<file path="src/rtl/vedic_mul_unit.sv">
// Multi-cycle 32x32 RV32M multiplier (MUL/MULH/MULHSU/MULHU) that reuses one 16x16 Vedic core over four steps.
// Optional macro MUL_EARLY_OUT_EN: a zero operand skips straight to DONE one edge after acceptance.

module vedic2bmul (
    input  logic [1:0] a,
    input  logic [1:0] b,
    output logic [3:0] p
);
    logic w_cross0;
    logic w_cross1;
    logic w_carry;
    logic w_high;

    assign w_cross0 = a[1] & b[0];
    assign w_cross1 = a[0] & b[1];
    assign w_carry  = w_cross0 & w_cross1;
    assign w_high   = a[1] & b[1];
    assign p = {w_high & w_carry, w_high ^ w_carry, w_cross0 ^ w_cross1, a[0] & b[0]};
endmodule

module vedic_mul4 (
    input  logic [3:0] a,
    input  logic [3:0] b,
    output logic [7:0] p
);
    logic [3:0] w_q0, w_q1, w_q2, w_q3;
    logic [5:0] w_mid;

    vedic2bmul u_q0 (.a(a[1:0]), .b(b[1:0]), .p(w_q0));
    vedic2bmul u_q1 (.a(a[3:2]), .b(b[1:0]), .p(w_q1));
    vedic2bmul u_q2 (.a(a[1:0]), .b(b[3:2]), .p(w_q2));
    vedic2bmul u_q3 (.a(a[3:2]), .b(b[3:2]), .p(w_q3));

    assign w_mid = {2'b00, w_q1} + {2'b00, w_q2};
    assign p = {4'b0000, w_q0} + {w_mid, 2'b00} + {w_q3, 4'b0000};
endmodule

module vedic_mul8 (
    input  logic [7:0]  a,
    input  logic [7:0]  b,
    output logic [15:0] p
);
    logic [7:0] w_q0, w_q1, w_q2, w_q3;
    logic [9:0] w_mid;

    vedic_mul4 u_q0 (.a(a[3:0]), .b(b[3:0]), .p(w_q0));
    vedic_mul4 u_q1 (.a(a[7:4]), .b(b[3:0]), .p(w_q1));
    vedic_mul4 u_q2 (.a(a[3:0]), .b(b[7:4]), .p(w_q2));
    vedic_mul4 u_q3 (.a(a[7:4]), .b(b[7:4]), .p(w_q3));

    assign w_mid = {2'b00, w_q1} + {2'b00, w_q2};
    assign p = {8'h00, w_q0} + {2'b00, w_mid, 4'h0} + {w_q3, 8'h00};
endmodule

module vedic_mul16 (
    input  logic [15:0] a,
    input  logic [15:0] b,
    output logic [31:0] p
);
    logic [15:0] w_q0, w_q1, w_q2, w_q3;
    logic [17:0] w_mid;

    vedic_mul8 u_q0 (.a(a[7:0]),  .b(b[7:0]),  .p(w_q0));
    vedic_mul8 u_q1 (.a(a[15:8]), .b(b[7:0]),  .p(w_q1));
    vedic_mul8 u_q2 (.a(a[7:0]),  .b(b[15:8]), .p(w_q2));
    vedic_mul8 u_q3 (.a(a[15:8]), .b(b[15:8]), .p(w_q3));

    assign w_mid = {2'b00, w_q1} + {2'b00, w_q2};
    assign p = {16'h0000, w_q0} + {6'b000000, w_mid, 8'h00} + {w_q3, 16'h0000};
endmodule

module vedic_mul_unit #(
    parameter int XLEN  = 32,
    parameter int TAG_W = 5
) (
    input  logic             clk,
    input  logic             rst,
    input  logic             in_valid,
    output logic             in_ready,
    input  logic [1:0]       op,
    input  logic [XLEN-1:0]  rs1,
    input  logic [XLEN-1:0]  rs2,
    input  logic [TAG_W-1:0] in_tag,
    output logic             out_valid,
    input  logic             out_ready,
    output logic [XLEN-1:0]  result,
    output logic [TAG_W-1:0] out_tag,
    output logic             busy
);
    localparam int HALF = XLEN / 2;
    localparam logic [1:0] OP_MUL    = 2'b00;
    localparam logic [1:0] OP_MULH   = 2'b01;
    localparam logic [1:0] OP_MULHSU = 2'b10;

    typedef enum logic [1:0] {S_IDLE, S_CALC, S_SIGNFIX, S_DONE} state_t;

    state_t             r_state;
    state_t             w_stateNext;
    logic [1:0]         r_step;
    logic [2*XLEN-1:0]  r_acc;
    logic [XLEN-1:0]    r_opA;
    logic [XLEN-1:0]    r_opB;
    logic [1:0]         r_op;
    logic [TAG_W-1:0]   r_tag;
    logic               r_neg;
    logic [XLEN-1:0]    r_result;
    logic [TAG_W-1:0]   r_outTag;
    logic               r_outValid;

    logic               w_signA;
    logic               w_signB;
    logic [XLEN-1:0]    w_magA;
    logic [XLEN-1:0]    w_magB;
    logic [HALF-1:0]    w_coreA;
    logic [HALF-1:0]    w_coreB;
    logic [XLEN-1:0]    w_partial;
    logic [1:0]         w_shift;
    logic [2*XLEN-1:0]  w_shifted;
    logic [2*XLEN-1:0]  w_accFixed;
`ifdef MUL_EARLY_OUT_EN
    logic               w_opZero;
    assign w_opZero = (rs1 == '0) || (rs2 == '0);
`endif

    // Operands are stored as magnitudes so the Vedic core only ever sees unsigned halves.
    assign w_signA = rs1[XLEN-1] && ((op == OP_MULH) || (op == OP_MULHSU));
    assign w_signB = rs2[XLEN-1] && (op == OP_MULH);
    assign w_magA  = w_signA ? -rs1 : rs1;
    assign w_magB  = w_signB ? -rs2 : rs2;

    assign w_coreA   = r_step[0] ? r_opA[XLEN-1:HALF] : r_opA[HALF-1:0];
    assign w_coreB   = r_step[1] ? r_opB[XLEN-1:HALF] : r_opB[HALF-1:0];
    assign w_shift   = {1'b0, r_step[0]} + {1'b0, r_step[1]};
    assign w_shifted = {{XLEN{1'b0}}, w_partial} << {w_shift, 4'b0000};
    assign w_accFixed = r_neg ? -r_acc : r_acc;

    vedic_mul16 u_core (.a(w_coreA), .b(w_coreB), .p(w_partial));

    always_ff @(posedge clk) begin
        if (rst) begin
            r_state <= S_IDLE;
        end else begin
            r_state <= w_stateNext;
        end
    end

    always_comb begin
        w_stateNext = r_state;
        in_ready    = (r_state == S_IDLE) && !rst;
        busy        = (r_state != S_IDLE);
        case (r_state)
            S_IDLE: begin
                if (in_valid) begin
`ifdef MUL_EARLY_OUT_EN
                    w_stateNext = w_opZero ? S_DONE : S_CALC;
`else
                    w_stateNext = S_CALC;
`endif
                end
            end
            S_CALC: begin
                if (r_step == 2'd3) begin
                    w_stateNext = S_SIGNFIX;
                end
            end
            S_SIGNFIX: w_stateNext = S_DONE;
            S_DONE: begin
                if (out_ready) begin
                    w_stateNext = S_IDLE;
                end
            end
            default: w_stateNext = S_IDLE;
        endcase
    end

    // Step k picks halves i=k[0], j=k[1]; the 2-bit step counter wraps back to 0 after the last step.
    always_ff @(posedge clk) begin
        if (rst) begin
            r_step     <= 2'd0;
            r_acc      <= '0;
            r_opA      <= '0;
            r_opB      <= '0;
            r_op       <= 2'b00;
            r_tag      <= '0;
            r_neg      <= 1'b0;
            r_result   <= '0;
            r_outTag   <= '0;
            r_outValid <= 1'b0;
        end else begin
            case (r_state)
                S_IDLE: begin
                    if (in_valid) begin
                        r_op   <= op;
                        r_tag  <= in_tag;
                        r_opA  <= w_magA;
                        r_opB  <= w_magB;
                        r_neg  <= w_signA ^ w_signB;
                        r_acc  <= '0;
                        r_step <= 2'd0;
`ifdef MUL_EARLY_OUT_EN
                        if (w_opZero) begin
                            r_result   <= '0;
                            r_outTag   <= in_tag;
                            r_outValid <= 1'b1;
                        end
`endif
                    end
                end
                S_CALC: begin
                    r_acc  <= r_acc + w_shifted;
                    r_step <= r_step + 2'd1;
                end
                S_SIGNFIX: begin
                    r_acc      <= w_accFixed;
                    r_result   <= (r_op == OP_MUL) ? w_accFixed[XLEN-1:0] : w_accFixed[2*XLEN-1:XLEN];
                    r_outTag   <= r_tag;
                    r_outValid <= 1'b1;
                end
                S_DONE: begin
                    if (out_ready) begin
                        r_outValid <= 1'b0;
                    end
                end
                default: r_outValid <= 1'b0;
            endcase
        end
    end

    assign out_valid = r_outValid;
    assign result    = r_result;
    assign out_tag   = r_outTag;
endmodule

</file>
<file path="config.mk">
export PLATFORM = sky130hd
export DESIGN_NAME = vedic_mul_unit
export DESIGN_NICKNAME = d
export VERILOG_FILES = /design/src/rtl/vedic_mul_unit.sv
export SDC_FILE = /design/constraint.sdc
export NUM_CORES = 1
export LEC_CHECK = 0
export ABC_AREA = 1
export CAP_MARGIN = 15
export CORE_UTILIZATION = 56
export DETAILED_ROUTE_END_ITERATION = 7
export GPL_TIMING_DRIVEN = 0
export PLACE_DENSITY = 0.87
export RECOVER_POWER = 100
export SYNTH_ARGS = -nofsm -noshare
export SYNTH_HDL_FRONTEND = slang
export SYNTH_SLANG_ARGS = --single-unit
export TNS_END_PERCENT = 100
</file>
<file path="constraint.sdc">
create_clock -name clk -period 10.7 [get_ports clk]
set_input_delay 1.07 -clock clk [delete_from_list [all_inputs] [get_ports clk]]
set_output_delay 1.07 -clock clk [all_outputs]
set_load 0.02 [all_outputs]
</file>
After elaboration in Yosys (flattened, before gate mapping):

Cells that the tools add are included.

* $add $sub $neg: 69
* equality and inequality tests: 9
* shift operators: 1
* mux-type cells: 16
* bitwise operators: 513
* reductions and logical operators: 16

Operator list (number)
* AND 1 bit: 384
* one-hot mux 64 bit (3 select lines): 1
* bitwise XOR 1 bit: 129
* adder 4 x 8 -> 8 bit: 16
* adder 8 bit: 16
* 2-to-1 mux 64 bit: 2
* 2-to-1 mux 32 bit: 3
* adder 4 x 4 -> 5 bit: 16
* adder 14 x 16 -> 16 bit: 4
* adder 64 bit: 1
* negator 32 bit: 2
* negator 64 bit: 1
* left shift 32 x 6 -> 64 bit: 1
* adder 8 x 13 -> 14 bit: 4
* adder 8 x 8 -> 9 bit: 4
* adder 32 bit: 1
* 2-to-1 mux 16 bit: 2
* adder 16 x 26 -> 27 bit: 1
* adder 16 x 16 -> 17 bit: 1
* == test 2 bit (second input constant): 4
* 2-to-1 mux 2 bit: 4
* one-hot mux 2 bit (4 select lines): 1
* AND reduction 2 bit: 4
* != test 2 bit (second input constant): 3
* 13 further kinds: 19

* register bits: 178
* input bits: 75
* output and inout port bits: 40
* logic and storage cells: 635

Longest topological paths before layout:

Gate-level depths: netlist of run 1.

* depth after elaboration: 16
* gate-level depth with buffers: 69
* depth with buffers taken out: 66

Hierarchy:

Synthesis of run 1 repeated with hierarchy kept, for this count alone.

* cell total of the unflattened synthesis: 5685
* area, all modules: 32543.7 um^2

By module, submodules not included
* vedic_mul_unit: instances 1, cells each 3179, area each 17609.4 um^2, sequential area each 3563.4 um^2
* vedic_mul4 at u_core.u_q0.u_q0 ...: instances 15, cells each 45, area each 326.6 um^2, sequential area each 0.0 um^2
* vedic_mul8: instances 4, cells each 169, area each 952.2 um^2, sequential area each 0.0 um^2
* vedic2bmul: instances 64, cells each 10, area each 55.1 um^2, sequential area each 0.0 um^2
* vedic_mul16: instances 1, cells each 470, area each 2379.8 um^2, sequential area each 0.0 um^2
* vedic_mul4 at u_core.u_q1.u_q2: instances 1, cells each 45, area each 324.1 um^2, sequential area each 0.0 um^2

Least setup slack after synthesis of run 1:

OpenSTA, ideal clock, no wires.

* path type: reg2reg
* start point: register r_step[0]
* end point: register r_acc[41]
* setup time: 0.109 ns
* data arrival time: 10.060 ns
* required time: 10.591 ns
* path slack: 0.531 ns
* cell stages (with the launch flop): 61
* path buffers: 3
* clock period less this slack: 10.169 ns
* path through: dfxtp_1 clkbuf_1 buf_1 mux2i_1 clkbuf_1 nor2_1 ha_1 fa_1 inv_1 fa_1 inv_1 ha_1 xnor2_1 inv_1 ha_1 inv_1 o21bai_1 a21oi_1 [... 25 more ...] a21oi_1 a21oi_1 nand2_1 xnor2_1 o21ai_0 nor2_1 ha_1 a21oi_1 nor2_1 nor2_1 a21boi_0 a21boi_0 o21ai_0 or2_2 nand3_1 nand3_1 nand2_1 inv_1

* longest elaborated chain between the ends: 16
* elaborated cells between the ends (all ways): 580
* classes of those cells: 65 x add/sub; 1 x shift; 2 x mux; 512 x bitwise

Ends and longest elaborated chain
* start, declared: line 99 `logic [1:0] r_step;`
* start signal, assigned: line 211 `r_step <= r_step + 2'd1;`
* 2-to-1 mux 16 bit: line 131 `assign w_coreA = r_step[0] ? r_opA[XLEN-1:HALF] : r_opA[HALF-1:0];`
* AND 1 bit (on tied branches): line 14, 15
* AND 1 bit: line 16 `assign w_carry = w_cross0 & w_cross1;`
* bitwise XOR 1 bit / AND 1 bit (equally long branches): line 18 `assign p = {w_high & w_carry, w_high ^ w_carry, w_cross0 ^ w_cross1, a[0] & b[0]};`
* adder 4 x 4 -> 5 bit: line 34 `assign w_mid = {2'b00, w_q1} + {2'b00, w_q2};`
* adder 4 x 8 -> 8 bit: line 35 `assign p = {4'b0000, w_q0} + {w_mid, 2'b00} + {w_q3, 4'b0000};`
* adder 8 bit: line 35
* adder 8 x 8 -> 9 bit: line 51 `assign w_mid = {2'b00, w_q1} + {2'b00, w_q2};`
* adder 8 x 13 -> 14 bit: line 52 `assign p = {8'h00, w_q0} + {2'b00, w_mid, 4'h0} + {w_q3, 8'h00};`
* adder 14 x 16 -> 16 bit: line 52
* adder 16 x 16 -> 17 bit: line 68 `assign w_mid = {2'b00, w_q1} + {2'b00, w_q2};`
* adder 16 x 26 -> 27 bit: line 69 `assign p = {16'h0000, w_q0} + {6'b000000, w_mid, 8'h00} + {w_q3, 16'h0000};`
* adder 32 bit: line 69
* left shift 32 x 6 -> 64 bit (*): line 134 `assign w_shifted = {{XLEN{1'b0}}, w_partial} << {w_shift, 4'b0000};`
* adder 64 bit (*): line 210 `r_acc <= r_acc + w_shifted;`
* one-hot mux 64 bit (3 select lines) (*): line 190 `case (r_state)`
* end signal, assigned: line 210
* end signal, assigned: line 214 `r_acc <= w_accFixed;`
* end, declared: line 100 `logic [2*XLEN-1:0] r_acc;`

Mark *: on every way between the ends. The rest lies on a longest branch, timed or not.
A chain may end at the register's enable or synchronous reset.

Worst setup path after layout of run 1:

* start point: register r_step[1]
* end point: register r_acc[46]

* longest elaborated chain between the ends: 16
* elaborated cells between the ends (all ways): 580
* classes of those cells: 65 x add/sub; 1 x shift; 2 x mux; 512 x bitwise

Ends and longest elaborated chain
* 2-to-1 mux 16 bit: line 132 `assign w_coreB = r_step[1] ? r_opB[XLEN-1:HALF] : r_opB[HALF-1:0];`
* AND 1 bit (on tied branches): line 14, 15
* AND 1 bit: line 16
* bitwise XOR 1 bit / AND 1 bit (equally long branches): line 18
* adder 4 x 4 -> 5 bit: line 34
* adder 4 x 8 -> 8 bit: line 35
* adder 8 bit: line 35
* adder 8 x 8 -> 9 bit: line 51
* adder 8 x 13 -> 14 bit: line 52
* adder 14 x 16 -> 16 bit: line 52
* adder 16 x 16 -> 17 bit: line 68
* adder 16 x 26 -> 27 bit: line 69
* adder 32 bit: line 69
* left shift 32 x 6 -> 64 bit (*): line 134
* adder 64 bit (*): line 210
* one-hot mux 64 bit (3 select lines) (*): line 190

Marks and branches as above.

==> results of run 1 <==
==> metrics by stage <==
stage,setup WS (ns),hold slack [ns],instance area [um2],TNS (ns)
after global placement,-1.871,0.4553,29740,-54.57
after detailed placement,-1.961,0.4578,29740,-59.29
after CTS,0.03609,0.4689,31060,0
after floorplan,0.5314,0.4450,27780,0
final,0.1395,0.4645,32310,0
after global routing,-0.4145,0.4821,32310,-10.65
==> cell usage after synthesis, types with 3 or more instances <==
| master | instances | area [um2] |
|---|---|---|
| fa_1 | 44 | 880.8 |
| nor2_1 | 659 | 2474 |
| xnor2_1 | 80 | 700.7 |
| a22oi_1 | 10 | 75.07 |
| nor3_1 | 39 | 195.2 |
| o22ai_1 | 10 | 62.56 |
| nand2_1 | 781 | 2932 |
| ha_1 | 447 | 5593 |
| or2_2 | 29 | 181.4 |
| o21ai_0 | 240 | 1201 |
| o211ai_1 | 36 | 270.3 |
| a21oi_1 | 384 | 1922 |
| and2_1 | 9 | 56.30 |
| a211oi_1 | 4 | 30.03 |
| a221oi_1 | 3 | 26.28 |
| nand3b_1 | 19 | 142.6 |
| clkbuf_1 | 107 | 401.6 |
| clkinv_1 | 3 | 11.26 |
| o21a_1 | 8 | 60.06 |
| nor3_2 | 4 | 40.04 |
| mux2i_1 | 20 | 200.2 |
| nor2_2 | 4 | 25.02 |
| buf_2 | 10 | 50.05 |
| a31oi_1 | 24 | 150.1 |
| nor4_1 | 19 | 118.9 |
| nand3_1 | 224 | 1121 |
| inv_1 | 571 | 2143 |
| a21o_1 | 16 | 120.1 |
| dfxtp_1 | 178 | 3563 |
| nand4_1 | 37 | 231.5 |
| o2111ai_1 | 4 | 35.03 |
| o21ai_1 | 28 | 140.1 |
| buf_1 | 7 | 26.28 |
| o21bai_1 | 23 | 172.7 |
| o31ai_1 | 9 | 67.56 |
| a21boi_0 | 19 | 142.6 |
| o221ai_1 | 21 | 183.9 |
| xor2_1 | 206 | 1804 |
==> sequential cells by signal, indices dropped and copies added (netlist names) <==
name and count:
result 32, r_op 2, out_valid 1, out_tag 5
r_step 2, r_neg 1, r_tag 5, r_opA 32
r_state 2, r_acc 64, r_opB 32
==> worst min-delay path by stage <==
stage	endpoint	from	cells after the start	slack, ns
2_1_floorplan	r_opA[31]$_SDFFE_PP0P_	r_opA[31]$_SDFFE_PP0P_	2	0.45
3_3_place_gp	r_opB[31]$_SDFFE_PP0P_	r_opB[31]$_SDFFE_PP0P_	2	0.46
3_5_place_dp	result[14]$_SDFFE_PP0P_	result[14]$_SDFFE_PP0P_	2	0.46
4_1_cts	result[14]$_SDFFE_PP0P_	result[14]$_SDFFE_PP0P_	2	0.47
5_1_grt	result[28]$_SDFFE_PP0P_	result[28]$_SDFFE_PP0P_	2	0.48
6_report	result[10]$_SDFFE_PP0P_	result[10]$_SDFFE_PP0P_	2	0.46
==> power groups by stage <==
| stage | Sequential, mW | Clock (mW) | Combinational, mW |
|---|---|---|---|
| 6_report | 0.919 | 0.694 | 6.95 |
| 5_1_grt | 0.922 | 0.711 | 7.53 |
| 4_1_cts | 0.901 | 0.683 | 6.33 |
| 3_5_place_dp | 0.897 | 0 | 6.13 |
| 3_3_place_gp | 0.894 | 0 | 6.09 |
| 2_1_floorplan | 0.896 | 0 | 4.30 |
==> area by class of cell <==
cell class,count,area share
well taps,664,0.02571
repair buffers,199,0.05758
clock inverters,15,0.006506
inverters,576,0.06703
plain buffers,128,0.02358
clock buffers,17,0.01317
flip-flops and latches,178,0.1105
multi-input cells,3477,0.6959
==> kinds of logic (layout without fill, tap and decap cells) <==
| family | Yosys count | count (layout) |
|---|---|---|
| flops | 178 | 178 |
| mux | 20 | 20 |
| buf+inv | 705 | 935 |
| xor+xnor | 287 | 287 |
| compound gates | 843 | 843 |
| simple gates | 1836 | 1836 |
| fa+ha+maj | 491 | 491 |
==> metal layers <==
metal  wire, um  share of wire
met5         27        0.00024
met4       9636          0.086
met3       9620          0.086
met2      50300           0.45
met1      42190           0.38
==> worst max-delay path: cells and delay by family, from the launching register on <==
kind | cells | cell delay (ns)
multiplexers | 1 | 0.39
AND/OR/NAND/NOR | 21 | 2.32
AO/OA/AOI/OAI | 17 | 2.70
adder cells (fa/ha/maj) | 9 | 2.76
flip-flops | 1 | 0.39
XOR/XNOR | 5 | 0.90
buffers and inverters | 9 | 1.00
==> repair_timing <==
| action | 4_1_cts | 5_1_grt |
|---|---|---|
| gates cloned | 0 | 4 |
| pin swaps | 7 | 59 |
| resized for setup | 134 | 200 |
| buffers inserted | 24 | 58 |
| hold buffers | 0 | 0 |
| setup endpoints to repair | 42 | 42 |
==> flow_summary_export.csv, run 1 <==
group,metric,value,unit
placement,place_inst,5137,
drt,ant_nets,0,
power,internal_power,3.498,mW
drt,routed_wl,111800,um
yosys,synth_flop_cell,"dfxtp_1",
yosys,synth_xor_area_frac,0.09075,
sta,worstMarginPinSlew,1.352,ns
critical_path,critPathMaxStageDelay,0.39,ns
cells_and_area,regArea,0.003571,mm2
floorplan,core-area,0.04895,mm2
run_status,status,"finished, final reports clean",
floorplan,num_io_pins,115,
clock_network,clk_latency,0.46,ns
power,power.leakage,16.74,nW
cells_and_area,diodes,0,
global_route,antenna_found_initial,2,
power,power.switching,5.062,mW
sta,hold_violations,0,
clock_network,root_buffer,"clkbuf_16",
critical_path,r2r_setup_slack,0.14,ns
clock_network,cts.sinks,178,
cells_and_area,final_cell_mix,"nand2_1, nor2_1, inv_1",
critical_path,cp_common_cell,"nand2_1",
drt,wl_per_cell,21.27,um
yosys,synth_top_family_by_area,"simple AND/OR/NAND/NOR gates",
global_route,grt_util_met3,0.05800,
power,p_seq_frac,0.107,
yosys,synthSimpleGateAreaFrac,0.2750,
power,clkPwrFrac,0.081,
clock_network,path_clk_slew,0.08,ns
critical_path,cp_max_fo,10,
sta,skew,0.01170,ns
hold_path,min_path_type,"flip-flop to flip-flop",
yosys,synth_area,0.02778,mm2
clock_network,numCtsBuffers,17,
sta,period_needed,10.56,ns
yosys,ys_seq_elements,178,
placement,dpl.hpwl,86900,um
yosys,yosys_warnings,0,
floorplan,die_w,224.7,um
cells_and_area,drive_above_1_share,0.07495,
critical_path,slowest_stage,"dfxtp_4",
sta,fin_crit_sh,0.9870,
yosys,syn_area_per_cell,6.372,um2
critical_path,start_kind,"flip-flop",
global_route,grt_max_degree,20,
drt,drt-pass1-iter-count,8,
critical_path,startpoint,"r_step[1]$_SDFFE_PP0P_",
run,drv_cap,0,
power,ir_worst_vdd,198.5,uV
yosys,synth_cell_types,56,
global_route,grt_pass1_wl,158700,um
sta,setup_viol,0,
cells_and_area,area_growth,16.30,%
drt,dr.first_iter.drc_count,3319,
placement,place.gp.congestion,1.019,
power,power_frac_comb,0.812,
power,p_per_area,264.9,mW/mm2
yosys,yosysSeqAreaShare,0.1283,
floorplan,start_util,0.5675,
yosys,synthArstFlopShare,0,
critical_path,cp-endpoint,"r_acc[46]$_SDFFE_PP0P_",
critical_path,critPathKind,"flip-flop to flip-flop",
global_route,met2_usage,0.6872,
yosys,synth_compound_area_frac,0.1691,
clock_network,cts_tree,"built",
cells_and_area,post-route-util,0.6600,
global_route,grt.total_usage,0.4069,
sta,slew_headroom,0.09200,
yosys,synth.area.mux_share,0.007206,
yosys,syn_nets,4926,
critical_path,required,11.10,ns
global_route,grt_pass1_vias,29272,
cells_and_area,final_common_cell,"nand2_1",
cells_and_area,layout.cells.non_filler,5254,
placement,port-buffer-count,113,
critical_path,reg2reg_depth,62,
yosys,synth_fa_ha_area_frac,0.2330,
drt,drc,0,
yosys,synthCells,4360,
sta,fmax,0.09469,GHz
clock_network,clockBufferDepth,2,
critical_path,cp-end-kind,"flip-flop",
cells_and_area,n_fill_cell,4263,
sta,slew_viol_final,0,
floorplan,die_h,224.7,um
power,power_switching_share,0.5914,
sta,rsz0062_at_grt,"true",
cells_and_area,nets,5143,
critical_path,arrival,10.97,ns
global_route,gr-max-usage-layer,"met2",
global_route,use_met1,0.4793,
yosys,synth_edf_count,0,
clock_network,htree_levels,4,
cells_and_area,multi_input_area,0.02248,mm2
critical_path,rr_startpoint,"r_step[1]$_SDFFE_PP0P_",
drt,viasPerCell,6.032,
power,power,8.560,mW
critical_path,worstReg2RegEnd,"r_acc[46]$_SDFFE_PP0P_",
global_route,globalRouteOverflowTotal,0,
floorplan,rows,81,
drt,routed-via-count,31690,
floorplan,die_area,0.05051,mm2
Note: power is estimated with default switching activity, not from simulation.
==> run 2, diff against run 1 <==
--- a/config.mk
+++ b/config.mk
@@ -10,8 +10,10 @@
 export CORE_UTILIZATION = 56
 export DETAILED_ROUTE_END_ITERATION = 7
 export GPL_TIMING_DRIVEN = 0
+export MAX_ROUTING_LAYER = met4
 export PLACE_DENSITY = 0.87
 export RECOVER_POWER = 100
+export SLEW_MARGIN = 20
 export SYNTH_ARGS = -nofsm -noshare
 export SYNTH_HDL_FRONTEND = slang
 export SYNTH_SLANG_ARGS = --single-unit
==> flow_summary_export.csv, run 2 (synthesized netlist as in run 1, its figures left out) <==
group,metric,value,unit
drt,wl_per_cell,20.94,um
floorplan,core-area,0.04895,mm2
critical_path,reg2reg_depth,59,
clock_network,cts_tree,"built",
global_route,globalRouteOverflowTotal,0,
drt,viasPerCell,5.963,
critical_path,slowest_stage,"dfxtp_4",
sta,slew_viol_final,0,
global_route,gr-max-usage-layer,"met2",
hold_path,min_path_type,"flip-flop to flip-flop",
power,internal_power,3.457,mW
sta,worstMarginPinSlew,1.168,ns
hold_path,min-delay-start,"result[29]$_SDFFE_PP0P_",
critical_path,cp-end-kind,"flip-flop",
hold_path,min_to,"result[29]$_SDFFE_PP0P_",
drt,drt-pass1-iter-count,7,
sta,fin_crit_sh,1.002,
sta,setup_viol,1,
cells_and_area,area_growth,15.38,%
run,drv_cap,0,
critical_path,cp_common_cell,"nand2_1",
placement,place.gp.congestion,1.023,
critical_path,rr_startpoint,"r_step[0]$_SDFFE_PP0P_",
global_route,grt_max_degree,21,
drt,dr.first_iter.drc_count,3173,
clock_network,numCtsBuffers,17,
cells_and_area,final_cell_mix,"nand2_1, nor2_1, inv_1",
placement,dpl.hpwl,88210,um
power,power,8.491,mW
clock_network,clk_latency,0.46,ns
power,clkPwrFrac,0.076,
placement,pre_cts_ws,-2.174,ns
clock_network,root_buffer,"clkbuf_16",
global_route,grt_util_met3,0.04690,
clock_network,cts.sinks,178,
global_route,grt_pass1_vias,28803,
clock_network,cts_hold_buf,0,
critical_path,required,11.00,ns
cells_and_area,largest_register,"r_acc",
placement,place_inst,5137,
critical_path,critPathKind,"flip-flop to flip-flop",
drt,ant_nets,0,
cells_and_area,diodes,0,
power,power.leakage,16.57,nW
global_route,antenna_found_initial,0,
cells_and_area,drive_above_1_share,0.07386,
floorplan,num_io_pins,115,
sta,hold_ws,0.4648,ns
sta,setup_slack,-0.01650,ns
cells_and_area,final_common_cell,"nand2_1",
drt,drc,0,
power,power.switching,5.035,mW
sta,skew,0.01908,ns
floorplan,die_area,0.05051,mm2
floorplan,die_w,224.7,um
sta,setup_tns,-0.01650,ns
drt,routed_wl,109700,um
clock_network,path_clk_slew,0.07,ns
clock_network,clockBufferDepth,2,
power,ir_worst_vdd,187.4,uV
placement,port-buffer-count,113,
cells_and_area,largest_register_ff_count,64,
critical_path,r2r_setup_slack,-0.02,ns
critical_path,arrival,11.02,ns
floorplan,rows,81,
critical_path,worstReg2RegEnd,"r_acc[63]$_SDFFE_PP0P_",
critical_path,critPathMaxStageDelay,0.46,ns
drt,routed-via-count,31247,
critical_path,start_kind,"flip-flop",
run_status,status,"complete, but fails checks",
power,p_seq_frac,0.109,
sta,period_needed,10.72,ns
global_route,use_met1,0.4784,
power,power_frac_comb,0.816,
floorplan,start_util,0.5675,
global_route,grt.total_usage,0.4210,
sta,fmax,0.09331,GHz
power,p_per_area,264.9,mW/mm2
critical_path,cp_max_fo,8,
sta,slew_headroom,0.2188,
cells_and_area,layout.cells.non_filler,5240,
floorplan,die_h,224.7,um
clock_network,htree_levels,4,
hold_path,whs_path_depth,2,
global_route,met2_usage,0.6966,
run_status,violations,"negative setup slack",
sta,hold_violations,0,
cells_and_area,nets,5129,
global_route,grt_pass1_wl,158900,um
power,power_switching_share,0.5929,
## run 2: power by group through the flow
stage / clock, mW / sequential [mW] / combinational, mW
final: 0.641 / 0.923 / 6.93
after global routing: 0.668 / 0.928 / 7.48
after CTS: 0.640 / 0.906 / 6.33
after detailed placement: 0 / 0.898 / 6.17
after global placement: 0 / 0.895 / 6.11
after floorplan: 0 / 0.896 / 4.30
## run 2: final cells by class
cell class | count | area, um2
multi-input cells | 3477 | 22450
plain buffers | 126 | 706.9
inverters | 576 | 2166
clock buffers | 17 | 425.4
repair buffers | 187 | 1732
well taps | 664 | 830.8
clock inverters | 15 | 176.4
fillers | 4434 | 16900
flip-flops and latches | 178 | 3568
## run 2: layer usage
layer	part of all wire	vias up	wire length, um
met5	0	-	0
met4	0.085	0	9340
met3	0.074	501	8120
met2	0.46	1541	50190
met1	0.38	14383	42080
li1	-	14822	-
## run 2: how the worst max path moves through the flow
stage | start | to | slack (ns) | depth (start not counted)
2_1_floorplan | r_step[0]$_SDFFE_PP0P_ | r_acc[41]$_SDFFE_PP0P_ | 0.53 | 60
3_3_place_gp | r_step[0]$_SDFFE_PP0P_ | r_acc[41]$_SDFFE_PP0P_ | -2.00 | 57
3_5_place_dp | r_step[0]$_SDFFE_PP0P_ | r_acc[41]$_SDFFE_PP0P_ | -2.17 | 63
4_1_cts | r_step[1]$_SDFFE_PP0P_ | r_acc[31]$_SDFFE_PP0P_ | 0.0002 | 54
5_1_grt | r_step[0]$_SDFFE_PP0P_ | r_acc[59]$_SDFFE_PP0P_ | -0.51 | 61
6_report | r_step[0]$_SDFFE_PP0P_ | r_acc[63]$_SDFFE_PP0P_ | -0.02 | 59
## run 2: critical path, delay by kind of cell, from the launching register on
family,cells,cell delay [ns]
adder cells (fa/ha/maj),9,2.77
AO/OA/AOI/OAI,15,2.86
flip-flops,1,0.46
XOR/XNOR,5,0.86
AND/OR/NAND/NOR,24,2.92
buffers and inverters,6,0.69
## run 2: repair_timing
item	in CTS	in global routing
endpoints found under the setup margin	43	42
pin swaps	1	38
gates resized for setup	135	178
cloned	0	0
setup buffers	11	63
## run 2: per-stage QoR
step	utilization	instance area, um2
floorplan	-	27780
global placement	0.6076	29740
detailed placement	0.6078	29750
CTS	0.6322	30940
global route	0.6548	32050
finish	0.6548	32050
